## config.mk

```make
export PLATFORM = sky130hd
export DESIGN_NAME = mem_access_stage
export DESIGN_NICKNAME = d
export VERILOG_FILES = /design/src/rtl/mem_access_stage.sv
export SDC_FILE = /design/constraint.sdc
export NUM_CORES = 1
export LEC_CHECK = 0
export ABC_AREA = 1
export BUFFER_PORTS_ARGS = -buffer_cell sky130_fd_sc_hd__buf_2
export CORE_UTILIZATION = 30
export CTS_CLUSTER_SIZE = 16
export DETAILED_ROUTE_END_ITERATION = 7
export PLACE_DENSITY = 0.64
export SLEW_MARGIN = 10
export SYNTH_ARGS = -nofsm -noshare
export SYNTH_HDL_FRONTEND = slang
export SYNTH_SLANG_ARGS = --single-unit
```

## constraint.sdc

```tcl
create_clock -name clk -period 1.7 [get_ports clk]
set_input_delay 0.34 -clock clk [delete_from_list [all_inputs] [get_ports clk]]
set_output_delay 0.34 -clock clk [all_outputs]
set_load 0.005 [all_outputs]
```

## src/rtl/mem_access_stage.sv

```systemverilog
// RV32I memory stage: aligned load/store over a req/ready data port with a
// bounded wait, byte-lane steering, load extension and the M/W pipeline register.
module mem_access_stage #(
  parameter int DATA_WIDTH = 32,
  parameter int TIMEOUT    = 16
) (
  input  logic                  clk,
  input  logic                  rst,
  input  logic [DATA_WIDTH-1:0] ALUResultM,
  input  logic [DATA_WIDTH-1:0] WriteDataM,
  input  logic [4:0]            RdM,
  input  logic [DATA_WIDTH-1:0] PCPlus4M,
  input  logic                  RegWriteM,
  input  logic                  ResultSrcM,
  input  logic                  MemWriteM,
  input  logic [2:0]            Funct3M,
  output logic                  mem_req,
  output logic                  mem_we,
  output logic [DATA_WIDTH-1:0] mem_addr,
  output logic [DATA_WIDTH-1:0] mem_wdata,
  output logic [3:0]            mem_be,
  input  logic                  mem_ready,
  input  logic [DATA_WIDTH-1:0] mem_rdata,
  output logic                  StallM,
  output logic                  RegWriteW,
  output logic                  ResultSrcW,
  output logic [DATA_WIDTH-1:0] ALUResultW,
  output logic [DATA_WIDTH-1:0] ReadDataW,
  output logic [DATA_WIDTH-1:0] PCPlus4W,
  output logic [4:0]            RdW,
  output logic                  MisalignW,
  output logic                  BusErrW
);

  localparam int WCW = (TIMEOUT > 1) ? $clog2(TIMEOUT) : 1;

  typedef enum logic {S_IDLE, S_WAIT} state_t;

  state_t           state;
  logic [WCW-1:0]   wait_cnt;
  logic             access, aligned, misalign, last_wait, abort;
  logic [1:0]       lane;
  logic [31:0]      shifted, load_data;

  always_comb begin
    access = MemWriteM | ResultSrcM;
    lane   = ALUResultM[1:0];
    case (Funct3M[1:0])
      2'b00:   aligned = 1'b1;
      2'b01:   aligned = ~ALUResultM[0];
      2'b10:   aligned = (ALUResultM[1:0] == 2'b00);
      default: aligned = 1'b0;
    endcase
    misalign = access & ~aligned;
    // WAIT keeps requesting on its own; M inputs are held stable by StallM anyway
    mem_req   = ~rst & ((state == S_WAIT) | (access & aligned));
    last_wait = (state == S_WAIT) & (wait_cnt == WCW'(TIMEOUT - 1));
    abort     = mem_req & ~mem_ready & last_wait;
    StallM    = mem_req & ~mem_ready & ~last_wait;
    mem_we    = mem_req & MemWriteM;
    mem_addr  = {ALUResultM[31:2], 2'b00};

    mem_be = '0;
    if (mem_req) begin
      if (MemWriteM) begin
        case (Funct3M[1:0])
          2'b00:   mem_be = 4'b0001 << lane;
          2'b01:   mem_be = 4'b0011 << lane;
          default: mem_be = 4'b1111;
        endcase
      end else begin
        mem_be = 4'b1111;
      end
    end

    case (Funct3M[1:0])
      2'b00:   mem_wdata = {4{WriteDataM[7:0]}};
      2'b01:   mem_wdata = {2{WriteDataM[15:0]}};
      default: mem_wdata = WriteDataM;
    endcase

    shifted = mem_rdata >> {lane, 3'b000};
    case (Funct3M)
      3'b000:  load_data = {{24{shifted[7]}}, shifted[7:0]};
      3'b001:  load_data = {{16{shifted[15]}}, shifted[15:0]};
      3'b100:  load_data = {24'h0, shifted[7:0]};
      3'b101:  load_data = {16'h0, shifted[15:0]};
      default: load_data = mem_rdata;
    endcase
  end

  always_ff @(posedge clk) begin
    if (rst) begin
      state      <= S_IDLE;
      wait_cnt   <= '0;
      RegWriteW  <= 1'b0;
      ResultSrcW <= 1'b0;
      ALUResultW <= '0;
      ReadDataW  <= '0;
      PCPlus4W   <= '0;
      RdW        <= '0;
      MisalignW  <= 1'b0;
      BusErrW    <= 1'b0;
    end else begin
      case (state)
        S_IDLE: begin
          if (mem_req & ~mem_ready) begin
            state    <= S_WAIT;
            wait_cnt <= '0;
          end
        end
        S_WAIT: begin
          if (mem_ready | last_wait) state <= S_IDLE;
          else                       wait_cnt <= wait_cnt + WCW'(1);
        end
        default: state <= S_IDLE;
      endcase

      // Bubble clears only control bits; data fields keep their last values
      if (StallM) begin
        RegWriteW  <= 1'b0;
        ResultSrcW <= 1'b0;
        MisalignW  <= 1'b0;
        BusErrW    <= 1'b0;
      end else begin
        RegWriteW  <= RegWriteM & ~misalign & ~abort;
        ResultSrcW <= ResultSrcM;
        ALUResultW <= ALUResultM;
        PCPlus4W   <= PCPlus4M;
        RdW        <= RdM;
        MisalignW  <= misalign;
        BusErrW    <= abort;
        if (mem_req & mem_ready & ~MemWriteM) ReadDataW <= load_data;
      end
    end
  end

endmodule

```

# Word-level counts from Yosys, hierarchy flattened
# Index checks and enable logic that the tools add are counted.
[totals]
ff_bits = 110
inputBits = 142
out_inout_bits = 176
wordCells = 65
[classes]
add_sub_neg = 1
n_eq_ne = 8
shifts = 3
mux = 12
bitwise = 25
n_reduce_logical = 6
[op_table]
columns = ["cell", "n"]
rows = [
  ["32-bit case mux with 4 select lines", 1],
  ["32-bit case mux with 2 select lines", 1],
  ["32-bit by 5-bit >> shifter with 16-bit output", 1],
  ["4-bit two-way mux", 4],
  ["4-bit case mux with 2 select lines", 2],
  ["1-bit bitwise AND", 12],
  ["1-bit NOT", 10],
  ["3-bit equality test, second input constant", 2],
  ["4-bit by 1-bit adder with 4-bit output, second input constant", 1],
  ["4-bit equality test, second input constant", 1],
  ["2-bit logical NOT", 2],
  ["2-bit != test, second input constant", 2],
  ["2-bit AND reduction", 2],
  ["1-bit by 2-bit << shifter with 4-bit output, first input constant", 1],
  ["2-bit by 2-bit << shifter with 4-bit output, first input constant", 1],
  ["3-bit by 1-bit equality test with 1-bit output, second input constant", 1],
  ["3-bit logical NOT", 1],
  ["1-bit bitwise OR", 3],
  ["1-bit case mux with 3 select lines", 1],
  ["2-bit by 1-bit equality test with 1-bit output, second input constant", 1],
  ["2-bit equality test, second input constant", 1],
  ["1-bit two-way mux", 2],
  ["1-bit case mux with 2 select lines", 1],
  ["2-bit OR reduction", 1],
]

# Logic depth before layout (Yosys ltp)
# Gate-level depths: netlist of run 1.
[depth]
word_depth = 9
depth_mapped = 12
ltp_nobuf = 10

# Worst setup path after synthesis of run 1
# OpenSTA, ideal clock, no wires.
[synth_path]
path_type = "input to output"
start = "input Funct3M[1]"
end = "output mem_wdata[16]"
arrival_time_ns = 1.231
required_time_ns = 1.360
setup_slack_ns = 0.129
cell_stages = 6
path_buffers = 3
cell_sequence = "buf_6 inv_4 clkbuf_1 clkbuf_1 nand2_1 nand2_1"
[synth_between]
elab_chain_cells = 2
word_cells_on_any_way = 3
classes_between = "1 x eq/ne; 1 x mux; 1 x reduce/logical"
[synth_lines]
columns = ["item", "line", "rtl"]
rows = [
  ["start, declared", "16", "input logic [2:0] Funct3M,"],
  ["2-bit by 1-bit equality test with 1-bit output or 2-bit logical NOT (tied branches)", "76", "case (Funct3M[1:0])"],
  ["32-bit case mux with 2 select lines *", "76", ""],
  ["end, declared", "20", "output logic [DATA_WIDTH-1:0] mem_wdata,"],
]
# Mark *: on every way between the ends. The rest lies on a longest branch, timed or not.

# Worst setup path in the final report of run 1
[layout_path]
start = "input Funct3M[0]"
end = "output mem_be[1]"
[layout_between]
elab_chain_cells = 6
word_cells_on_any_way = 10
classes_between = "2 x eq/ne; 4 x mux; 3 x bitwise; 1 x reduce/logical"
[layout_lines]
columns = ["item", "line", "rtl"]
rows = [
  ["2-bit equality test, or another cell as far along", "48", "case (Funct3M[1:0])"],
  ["1-bit case mux with 3 select lines", "48", ""],
  ["1-bit bitwise AND", "56", "mem_req = ~rst & ((state == S_WAIT) | (access & aligned));"],
  ["1-bit bitwise OR", "56", ""],
  ["1-bit bitwise AND", "56", ""],
  ["4-bit two-way mux *", "64", "if (mem_req) begin"],
  ["end, declared", "21", "output logic [3:0] mem_be,"],
]
# Marked as above.

==> run metrics, run 1 <==
vias in the first global route 5428; CP required 1.36 ns; CTS max path bufs 2; Row Count 48; Final Hold Vio Count 0; Post-synth EDFFs 0; Starting Density 0.311; 1st-iter DRT viols approximately 350; status complete, but fails checks; placed cell areas 7130 sq um; Setup WS post-layout -0.0172 ns; Final Power 6.20 mW; grt met1 use 0.245; max cap viols 0; clock root cell clkbuf_16; Slew Viols, Final 0; worst relative slew slack 0.657; Total GRT Usage 0.196; post-route cell area 7620 sq um; peak supply drop 0.476 mV; Worst Setup Path Type in -> out; CTS tree done; Placeable Area 17500 sq um; Area contributors post-synth dfxtp_1 (40%), nand2_1 (14%), nor2_1 (12%), buf_4 (6.3%), o21ai_1 (4.9%); Place WS -0.140 ns; largest net degree at the start of global routing about 100; Leak 4.12 nW; Worst-path clk slew approximately 0.080 ns; vias about 6.1k; global route overflow 0; leading area contributor after synthesis dfxtp_1; startpoint types input pin; Syn Area/Cell 6.74 sq um; Synth-to-Final Area Change 40.1%; GP Congestion 0.875; Avg Vias per Cell approximately 4.6; sequential fraction of the synthesis area 0.405; num ports 318; GR Util met2 0.334; synth cell count leaders nand2_1 (207), nor2_1 (168), dfxtp_1 (110); Post-Layout Cell Count between 1k and 1.5k; clk sinks 110; layout cells sized above 1 0.391; Final HPWL DP 14100 um; pwr/cell area 814 nW/um^2; Least-Margin Pin Slew 0.513 ns; Finish-stage setup viols 2; final wirelength around 19000 um; Clk Latency, worst-skew pair 0.35 ns; met3 Track Usage GR 0.0381; share of the synthesized area in the top cell type 0.405; fin crit share 1.01; min Tclk post-route 1.72 ns; DR WL/cell 14.1 um; total negative slack -0.0248 ns; FF+latch count, synth 110; Residual DRC 0; Min-Delay Path Depth 3; top-count cell post-synth nand2_1; GRT busiest layer met2; post-placement cell count 1308; TritonRoute pass-1 iters 5; number of buffers created by CTS 9; ys async rst share 0; violations in the final reports negative setup slack; Reg2Reg Depth 9; RSZ-0062 raised after global routing yes; Hold WC Path Type in -> reg; clk_skew 0.00508 ns; global-route wire length before repair 28100 um; cts hold-fix bufs 0; Synth Instances roughly 810; library cells used by synthesis 31; Die ar. 18700 sq um; Die Y 137 um; Synth Flop Type dfxtp_1; DIE WIDTH between 100 and 150 um; Ys Warns 0; hold slack final 0.204 ns; Critical Path Sink Type output pin; Final #Nets 1245; maximum fanout along the worst path 5; n_diodes 0; antenna violations before repair 2; fmax 582 MHz; Synth Cell Area roughly 5400 sq um; PortBufs 315; ANT nets after route 0; fin util 0.436; CTS H-tree lvls 3; arrival time at the worst endpoint 1.38 ns
==> critical path: stages <==
cell        delay [ns]
buf_4             0.13
inv_2             0.06
nand2_4           0.08
nand2_4           0.08
nand3_4           0.08
nand2_4           0.08
clkinvlp_4        0.15
a31oi_1           0.21
buf_2             0.17
==> routing by layer <==
| metal | vias to the layer above | share of wire |
|---|---|---|
| met3 | 28 | 0.072 |
| met2 | 250 | 0.48 |
| met4 | 4 | 0.017 |
| met5 | - | 0.0013 |
| met1 | 2733 | 0.43 |
| li1 | 3085 | - |
==> state kept, by name (all words and copies together), names as in the netlist <==
| register | flops |
|---|---|
| PCPlus4W | 32 |
| ReadDataW | 32 |
| state | 1 |
| RegWriteW | 1 |
| MisalignW | 1 |
| ResultSrcW | 1 |
| wait_cnt | 4 |
| ALUResultW | 32 |
| BusErrW | 1 |
| RdW | 5 |
==> cells in the final DEF, fill, tap and decap left out, types with 3 or more instances in the layout <==
cell type,instances
a21oi_1,19
a21oi_2,10
buf_12,6
buf_2,309
buf_4,46
buf_6,4
clkbuf_16,9
dfxtp_1,107
dfxtp_2,3
inv_1,42
inv_2,4
inv_6,3
nand2_1,204
nand2_2,5
nand2_4,6
nand3_1,28
nor2_1,165
nor2_4,4
o211ai_1,7
o21ai_0,43
o21ai_1,52
or2_2,7
==> power breakdown <==
| group | total [mW] | switching (mW) | leakage [nW] | internal, mW |
|---|---|---|---|---|
| logic | 1.26 | 0.686 | 3.06 | 0.572 |
| clock network | 2.14 | 1.06 | 0.145 | 1.08 |
| registers | 2.81 | 0.0753 | 0.910 | 2.73 |
| total | 6.20 | 1.82 | 4.12 | 4.38 |
==> final cells by class <==
type | instances | area, sq um
clock buffer | 11 | 243
clock inverter | 5 | 48.8
fill | 1829 | 9860
inverter | 51 | 209
multi-input combinational | 564 | 2570
sequential | 110 | 2210
tap | 225 | 282
timing repair buffer | 366 | 2060
==> final timing paths <==
kind / from / end / slack, ns
worst max register to register: wait_cnt[1]$_SDFFE_PP0P_ / ALUResultW[8]$_SDFFE_PP0N_ / 0.14
worst min-delay path: PCPlus4M[30] / PCPlus4W[30]$_SDFFE_PP0N_ / 0.20
worst max-delay path: Funct3M[0] / mem_be[1] / -0.02
worst min register to register: ReadDataW[5]$_SDFFE_PP0P_ / ReadDataW[5]$_SDFFE_PP0P_ / 0.49
==> timing repair <==
| item | CTS | global route |
|---|---|---|
| setup endpoints to repair | 6 | 18 |
| setup buffers | 6 | 2 |
| pin swaps | 7 | 5 |
| resized for setup | 22 | 14 |
| cloned | 0 | 0 |
==> kinds of logic (layout without fill, tap and decap cells) <==
family | count (synthesis) | after routing | synth area share
DFF | 110 | 110 | 0.405
other | 1 | 2 | 0.000689
and+or+nand+nor | 424 | 424 | 0.314
buffers and inverters | 134 | 433 | 0.140
AOI/OAI and AO/OA | 136 | 136 | 0.136
adders and majority gates | 1 | 1 | 0.00230
xor gates and xnor gates | 1 | 1 | 0.00161
(Power assumes the default switching activity.)
==> run 2: changes to the inputs <==
--- a/config.mk
+++ b/config.mk
@@ -5,12 +5,11 @@
 export SDC_FILE = /design/constraint.sdc
 export NUM_CORES = 1
 export LEC_CHECK = 0
-export ABC_AREA = 1
 export BUFFER_PORTS_ARGS = -buffer_cell sky130_fd_sc_hd__buf_2
 export CORE_UTILIZATION = 30
 export CTS_CLUSTER_SIZE = 16
 export DETAILED_ROUTE_END_ITERATION = 7
-export PLACE_DENSITY = 0.64
+export PLACE_DENSITY = 0.62
 export SLEW_MARGIN = 10
 export SYNTH_ARGS = -nofsm -noshare
 export SYNTH_HDL_FRONTEND = slang
==> run metrics, run 2 <==
CTS H-tree lvls 3 (unchanged); Crit Reg-Reg Startpoint wait_cnt[0]$_SDFFE_PP0P_ (was wait_cnt[1]$_SDFFE_PP0P_); Critical Path Sink Type output pin (unchanged); RSZ-0062 raised after global routing yes (unchanged); sequential fraction of the synthesis area 0.370 (was 0.405); CP required 1.36 ns (about the same); Synth Instances 706 (was 807); cts hold-fix bufs 0 (unchanged); ANT nets after route 0 (unchanged); Final Hold Vio Count 0 (unchanged); fin crit share 1.01 (about the same); top-count cell post-synth nand2_1 (unchanged); pwr/cell area 789 nW/um^2 (was 814 nW/um^2); Final #Nets 1123 (was 1245); Post-Layout Cell Count 1251 (was 1332); PortBufs 315 (unchanged); fmax 583 MHz (was 582 MHz); vias in the first global route 5980 (was 5428); worst r2r dst wait_cnt[0]$_SDFFE_PP0P_ (was ALUResultW[8]$_SDFFE_PP0N_); most common cell after layout, fill and taps aside buf_2 (unchanged); Psw 2.05 mW (was 1.82 mW); worst relative slew slack 0.575 (was 0.657); Avg Vias per Cell 5.16 (was 4.58); num ports 318 (unchanged); Leak 4.01 nW (was 4.12 nW); status complete, but fails checks (unchanged); Slew Viols, Final 0 (unchanged); layout filler cell count 1972 (was 1829); Synth Flop Type dfxtp_1 (unchanged); Setup WS post-layout -0.0162 ns (was -0.0172 ns); Total GRT Usage 0.204 (was 0.196); crit path launch Funct3M[1] (was Funct3M[0]); Starting Density 0.306 (was 0.311); r2r setup slk 0.08 ns (was 0.14 ns); Residual DRC 0 (unchanged); violations in the final reports negative setup slack (unchanged); Die ar. 20400 sq um (was 18700 sq um); final wirelength 21500 um (was 18700 um); Synth Cell Area 5960 sq um (was 5440 sq um); commonest cells after routing, fill and taps aside buf_2 (309), nand2_1 (129), dfxtp_1 (106) (was buf_2 (309), nand2_1 (204), nor2_1 (165)); GRT busiest layer met2 (unchanged); Hold WC Path Type in -> reg (unchanged); Reg power frac 0.431 (was 0.452); FF+latch count, synth 110 (unchanged); Place WS -0.242 ns (was -0.140 ns); Finish-stage setup viols 4 (was 2); global route overflow 0 (unchanged); clk_skew 0.00537 ns (was 0.00508 ns); share of the synthesized area in the top cell type 0.370 (was 0.405); maximum fanout along the worst path 5 (unchanged); layout cells sized above 1 0.460 (was 0.391); max cap viols 0 (unchanged); clock power share 0.320 (was 0.345); number of buffers created by CTS 9 (unchanged); fin util 0.428 (was 0.436); startpoint types input pin (unchanged); DR WL/cell 17.2 um (was 14.1 um); Least-Margin Pin Slew 0.637 ns (was 0.513 ns); Worst Setup Path Type in -> out (unchanged); DIE WIDTH 143 um (was 137 um); Final HPWL DP 16000 um (was 14100 um); clock root cell clkbuf_16 (unchanged); switching fraction of total power 0.312 (was 0.294); Clk Latency, worst-skew pair 0.35 ns (about the same); GP Congestion 0.834 (was 0.875); arrival time at the worst endpoint 1.38 ns (about the same); synth cell count leaders nand2_1 (131), dfxtp_1 (110), o211ai_1 (73) (was nand2_1 (207), nor2_1 (168), dfxtp_1 (110)); global-route wire length before repair 32300 um (was 28100 um); 1st-iter DRT viols 294 (was 346); CTS tree done (unchanged); CTS max path bufs 2 (unchanged); Die Y 143 um (was 137 um); top flop regs ALUResultW (32), PCPlus4W (32), ReadDataW (32) (unchanged); Row Count 51 (was 48); Synth-to-Final Area Change 39.8% (was 40.1%); Comb power frac 0.249 (was 0.203); antenna violations before repair 1 (was 2); Post-synth EDFFs 0 (unchanged); peak supply drop 0.391 mV (was 0.476 mV); P_int 4.52 mW (was 4.38 mW); Reg2Reg Depth 7 (was 9); vias 6453 (was 6100); Ys Warns 0 (unchanged); post-placement cell count 1228 (was 1308); Placeable Area 19500 sq um (was 17500 sq um); clk sinks 110 (unchanged); Area contributors post-synth dfxtp_1 (37%), o211ai_1 (9.2%), nand2_1 (8.3%), nand4_1 (7.1%), buf_4 (5.5%) (was dfxtp_1 (40%), nand2_1 (14%), nor2_1 (12%), buf_4 (6.3%), o21ai_1 (4.9%)); TritonRoute pass-1 iters 5 (unchanged); leading area contributor after synthesis dfxtp_1 (unchanged); crit path to StallM (was mem_be[1]); ys async rst share 0 (unchanged); Worst-path clk slew 0.08 ns (about the same); GR Util met2 0.353 (was 0.334); largest net degree at the start of global routing 143 (was 104); library cells used by synthesis 57 (was 31); grt met1 use 0.244 (was 0.245); Syn Area/Cell 8.44 sq um (was 6.74 sq um); min Tclk post-route 1.72 ns (about the same); met3 Track Usage GR 0.0396 (was 0.0381)
run 2: area by class of cell:
| cell class | count | area [sq um] | area share |
|---|---|---|---|
| clock buffers | 9 | 225 | 0.0271 |
| well taps | 265 | 332 | 0.0398 |
| diodes | 1 | 2.50 | 0.000301 |
| inverters | 7 | 33.8 | 0.00406 |
| multi-input cells | 470 | 3180 | 0.382 |
| clock inverters | 7 | 63.8 | 0.00767 |
| repair buffers | 382 | 2280 | 0.274 |
| flip-flops and latches | 110 | 2210 | 0.265 |
run 2: timing repair:
| item | 4_1_cts | 5_1_grt |
|---|---|---|
| pin swaps | 7 | 2 |
| resized for setup | 33 | 10 |
| endpoints found under the setup margin | 11 | 8 |
| gates cloned | 0 | 0 |
| buffers inserted | 6 | 1 |
run 2: worst min path at each step:
stage,startpoint,cells past startpoint,endpoint,slack (ns)
floorplan,mem_ready,1,BusErrW$_SDFF_PP0_,0.43
global placement,PCPlus4W[7]$_SDFFE_PP0N_,2,PCPlus4W[7]$_SDFFE_PP0N_,0.44
detailed placement,ALUResultW[21]$_SDFFE_PP0N_,2,ALUResultW[21]$_SDFFE_PP0N_,0.44
CTS,PCPlus4M[26],3,PCPlus4W[26]$_SDFFE_PP0N_,0.21
global route,PCPlus4M[9],3,PCPlus4W[9]$_SDFFE_PP0N_,0.22
finish,PCPlus4M[24],3,PCPlus4W[24]$_SDFFE_PP0N_,0.22
run 2: routing by layer:
metal,share of wire,wire (um),up-vias
met3,0.067,1440,31
met1,0.42,8990,2996
met5,0,0,-
met2,0.49,10500,271
li1,-,-,3155
met4,0.027,580,0
run 2: power groups by stage:
stage | logic, mW | registers, mW | clock network (mW)
finish | 1.64 | 2.83 | 2.10
global route | 1.79 | 2.85 | 2.29
CTS | 1.63 | 2.83 | 2.20
detailed placement | 1.59 | 2.89 | 0
global placement | 1.58 | 2.88 | 0
floorplan | 0.833 | 2.90 | 0
run 2: worst max-delay path, cell delays in order:
cell and delay [ns]:
buf_8 0.10, or2_4 0.26, o221ai_4 0.20, nand2_4 0.12, buf_6 0.16, nor2_4 0.07
buf_2 0.12
run 2: stage by stage:
step | setup TNS, ns | area, sq um | hold slack (ns) | power [mW]
floorplan | -0.0371 | 5970 | 0.427 | 3.73
global placement | -16.00 | 7840 | 0.436 | 4.47
detailed placement | -18.86 | 7840 | 0.442 | 4.48
CTS | -0.0677 | 8280 | 0.208 | 6.66
global route | -0.308 | 8320 | 0.220 | 6.93
finish | -0.0553 | 8320 | 0.223 | 6.57
run 2: logic make-up after synthesis:
family                   synth area share
other                            0.000630
multiplexers                       0.0550
buffers and inverters               0.121
AND/OR/NAND/NOR                     0.196
AO/OA/AOI/OAI                       0.256
adder cells (fa/ha/maj)           0.00210
flip-flops                          0.370
==> run 3: changes to the inputs <==
--- a/config.mk
+++ b/config.mk
@@ -9,6 +9,7 @@
 export CORE_UTILIZATION = 30
 export CTS_CLUSTER_SIZE = 16
 export DETAILED_ROUTE_END_ITERATION = 7
+export MAX_ROUTING_LAYER = met4
 export PLACE_DENSITY = 0.62
 export SLEW_MARGIN = 10
 export SYNTH_ARGS = -nofsm -noshare
==> run metrics, run 3 (same netlist as run 2, synthesis figures left out) <==
status complete, but fails checks (unchanged); violations in the final reports negative setup slack (unchanged); Starting Density 0.306 (unchanged); Finish-stage setup viols 4 (unchanged); Leak 4.01 nW (unchanged); antenna violations before repair 1 (unchanged); CTS max path bufs 2 (unchanged); CP required 1.36 ns (about the same); max cap viols 0 (unchanged); largest net degree at the start of global routing 143 (unchanged); total negative slack -0.0500 ns (was -0.0553 ns); Avg Vias per Cell 5.15 (was 5.16); worst relative slew slack 0.570 (was 0.575); layout cells sized above 1 0.460 (unchanged); cts hold-fix bufs 0 (unchanged); Residual DRC 0 (unchanged); clk_skew 0.00665 ns (was 0.00537 ns); arrival time at the worst endpoint 1.38 ns (about the same); Reg2Reg Depth 7 (unchanged); Crit Reg-Reg Startpoint wait_cnt[0]$_SDFFE_PP0P_ (unchanged); TritonRoute pass-1 iters 5 (unchanged); startpoint types input pin (unchanged); DIE WIDTH 143 um (unchanged); vias 6437 (was 6453); Clk Latency, worst-skew pair 0.35 ns (about the same); DR WL/cell 17.2 um (about the same); crit path to StallM (unchanged); Final Power 6.56 mW (was 6.57 mW); pwr/cell area 788 nW/um^2 (was 789 nW/um^2); number of buffers created by CTS 9 (unchanged); Critical Path Sink Type output pin (unchanged); Synth-to-Final Area Change 39.8% (unchanged); clk sinks 110 (unchanged); min Tclk post-route 1.72 ns (about the same); maximum fanout along the worst path 5 (unchanged); Least-Margin Pin Slew 0.644 ns (was 0.637 ns); fin util 0.428 (unchanged); global-route wire length before repair 32400 um (was 32300 um); commonest cells after routing, fill and taps aside buf_2 (309), nand2_1 (129), dfxtp_1 (106) (unchanged); final wirelength 21500 um (about the same); Die ar. 20400 sq um (unchanged); r2r setup slk 0.08 ns (about the same); RSZ-0062 raised after global routing yes (unchanged); global route overflow 0 (unchanged); most common cell after layout, fill and taps aside buf_2 (unchanged); clock root cell clkbuf_16 (unchanged); Setup WS post-layout -0.0159 ns (was -0.0162 ns); worst r2r dst wait_cnt[0]$_SDFFE_PP0P_ (unchanged); peak supply drop 0.390 mV (was 0.391 mV); Placeable Area 19500 sq um (unchanged); PortBufs 315 (unchanged); Die Y 143 um (unchanged); 1st-iter DRT viols 281 (was 294); Final HPWL DP 16000 um (unchanged); crit path launch Funct3M[1] (unchanged); fmax 583 MHz (about the same); num ports 318 (unchanged); CTS tree done (unchanged); Worst-path clk slew 0.08 ns (about the same); Row Count 51 (unchanged); Slew Viols, Final 0 (unchanged); GP Congestion 0.847 (was 0.834); Hold WC Path Type in -> reg (unchanged); ANT nets after route 0 (unchanged); Worst Setup Path Type in -> out (unchanged); Total GRT Usage 0.210 (was 0.204); fin crit share 1.01 (about the same); Final Hold Vio Count 0 (unchanged); Final #Nets 1123 (unchanged); top flop regs ALUResultW (32), PCPlus4W (32), ReadDataW (32) (unchanged); vias in the first global route 5984 (was 5980); CTS H-tree lvls 3 (unchanged)
-- run 3: per-layer routing --
layer	track usage	wire, um
met2	0.353	10400
met5	-	0
met4	0.0905	579
met3	0.0322	1360
met1	0.249	9110
-- run 3: where the power goes --
part / internal [mW] / switching, mW / leakage (nW)
combinational: 0.742 / 0.892 / 2.96
sequential: 2.75 / 0.0830 / 0.909
clock: 1.03 / 1.06 / 0.142
-- run 3: cell type report --
class / count / area, sq um
Antenna cell: 1 / 2.50
Clock buffer: 9 / 225
Tap cell: 265 / 332
Multi-Input combinational cell: 470 / 3180
Clock inverter: 7 / 63.8
Sequential cell: 110 / 2210
Timing Repair Buffer: 382 / 2280
Fill cell: 1972 / 11100
Inverter: 7 / 33.8
-- run 3: per-stage QoR --
step	hold WS [ns]	std cells	area, sq um	setup slack [ns]
3_3_place_gp	0.436	1228	7840	-0.217
2_1_floorplan	0.427	707	5970	-0.0231
6_report	0.223	1251	8320	-0.0159
4_1_cts	0.208	1249	8280	-0.0217
3_5_place_dp	0.442	1228	7840	-0.242
5_1_grt	0.220	1251	8320	-0.0682
-- run 3: worst min-delay path by stage --
stage	endpoint	depth (start not counted)	startpoint
floorplan	BusErrW$_SDFF_PP0_	1	mem_ready
global placement	PCPlus4W[7]$_SDFFE_PP0N_	2	PCPlus4W[7]$_SDFFE_PP0N_
detailed placement	ALUResultW[21]$_SDFFE_PP0N_	2	ALUResultW[21]$_SDFFE_PP0N_
CTS	PCPlus4W[26]$_SDFFE_PP0N_	3	PCPlus4M[26]
global route	PCPlus4W[9]$_SDFFE_PP0N_	3	PCPlus4M[9]
finish	PCPlus4W[24]$_SDFFE_PP0N_	3	PCPlus4M[24]
-- run 3: repair_timing --
item                                    CTS  global route
pin swaps                                 7             2
endpoints found under the setup margin   11             8
buffers inserted                          6             1
resized for setup                        33            10
-- run 3: critical path, cell delays in order --
cell	delay, ns
buf_8	0.10
or2_4	0.26
o221ai_4	0.20
nand2_4	0.12
buf_6	0.16
nor2_4	0.07
buf_2	0.12
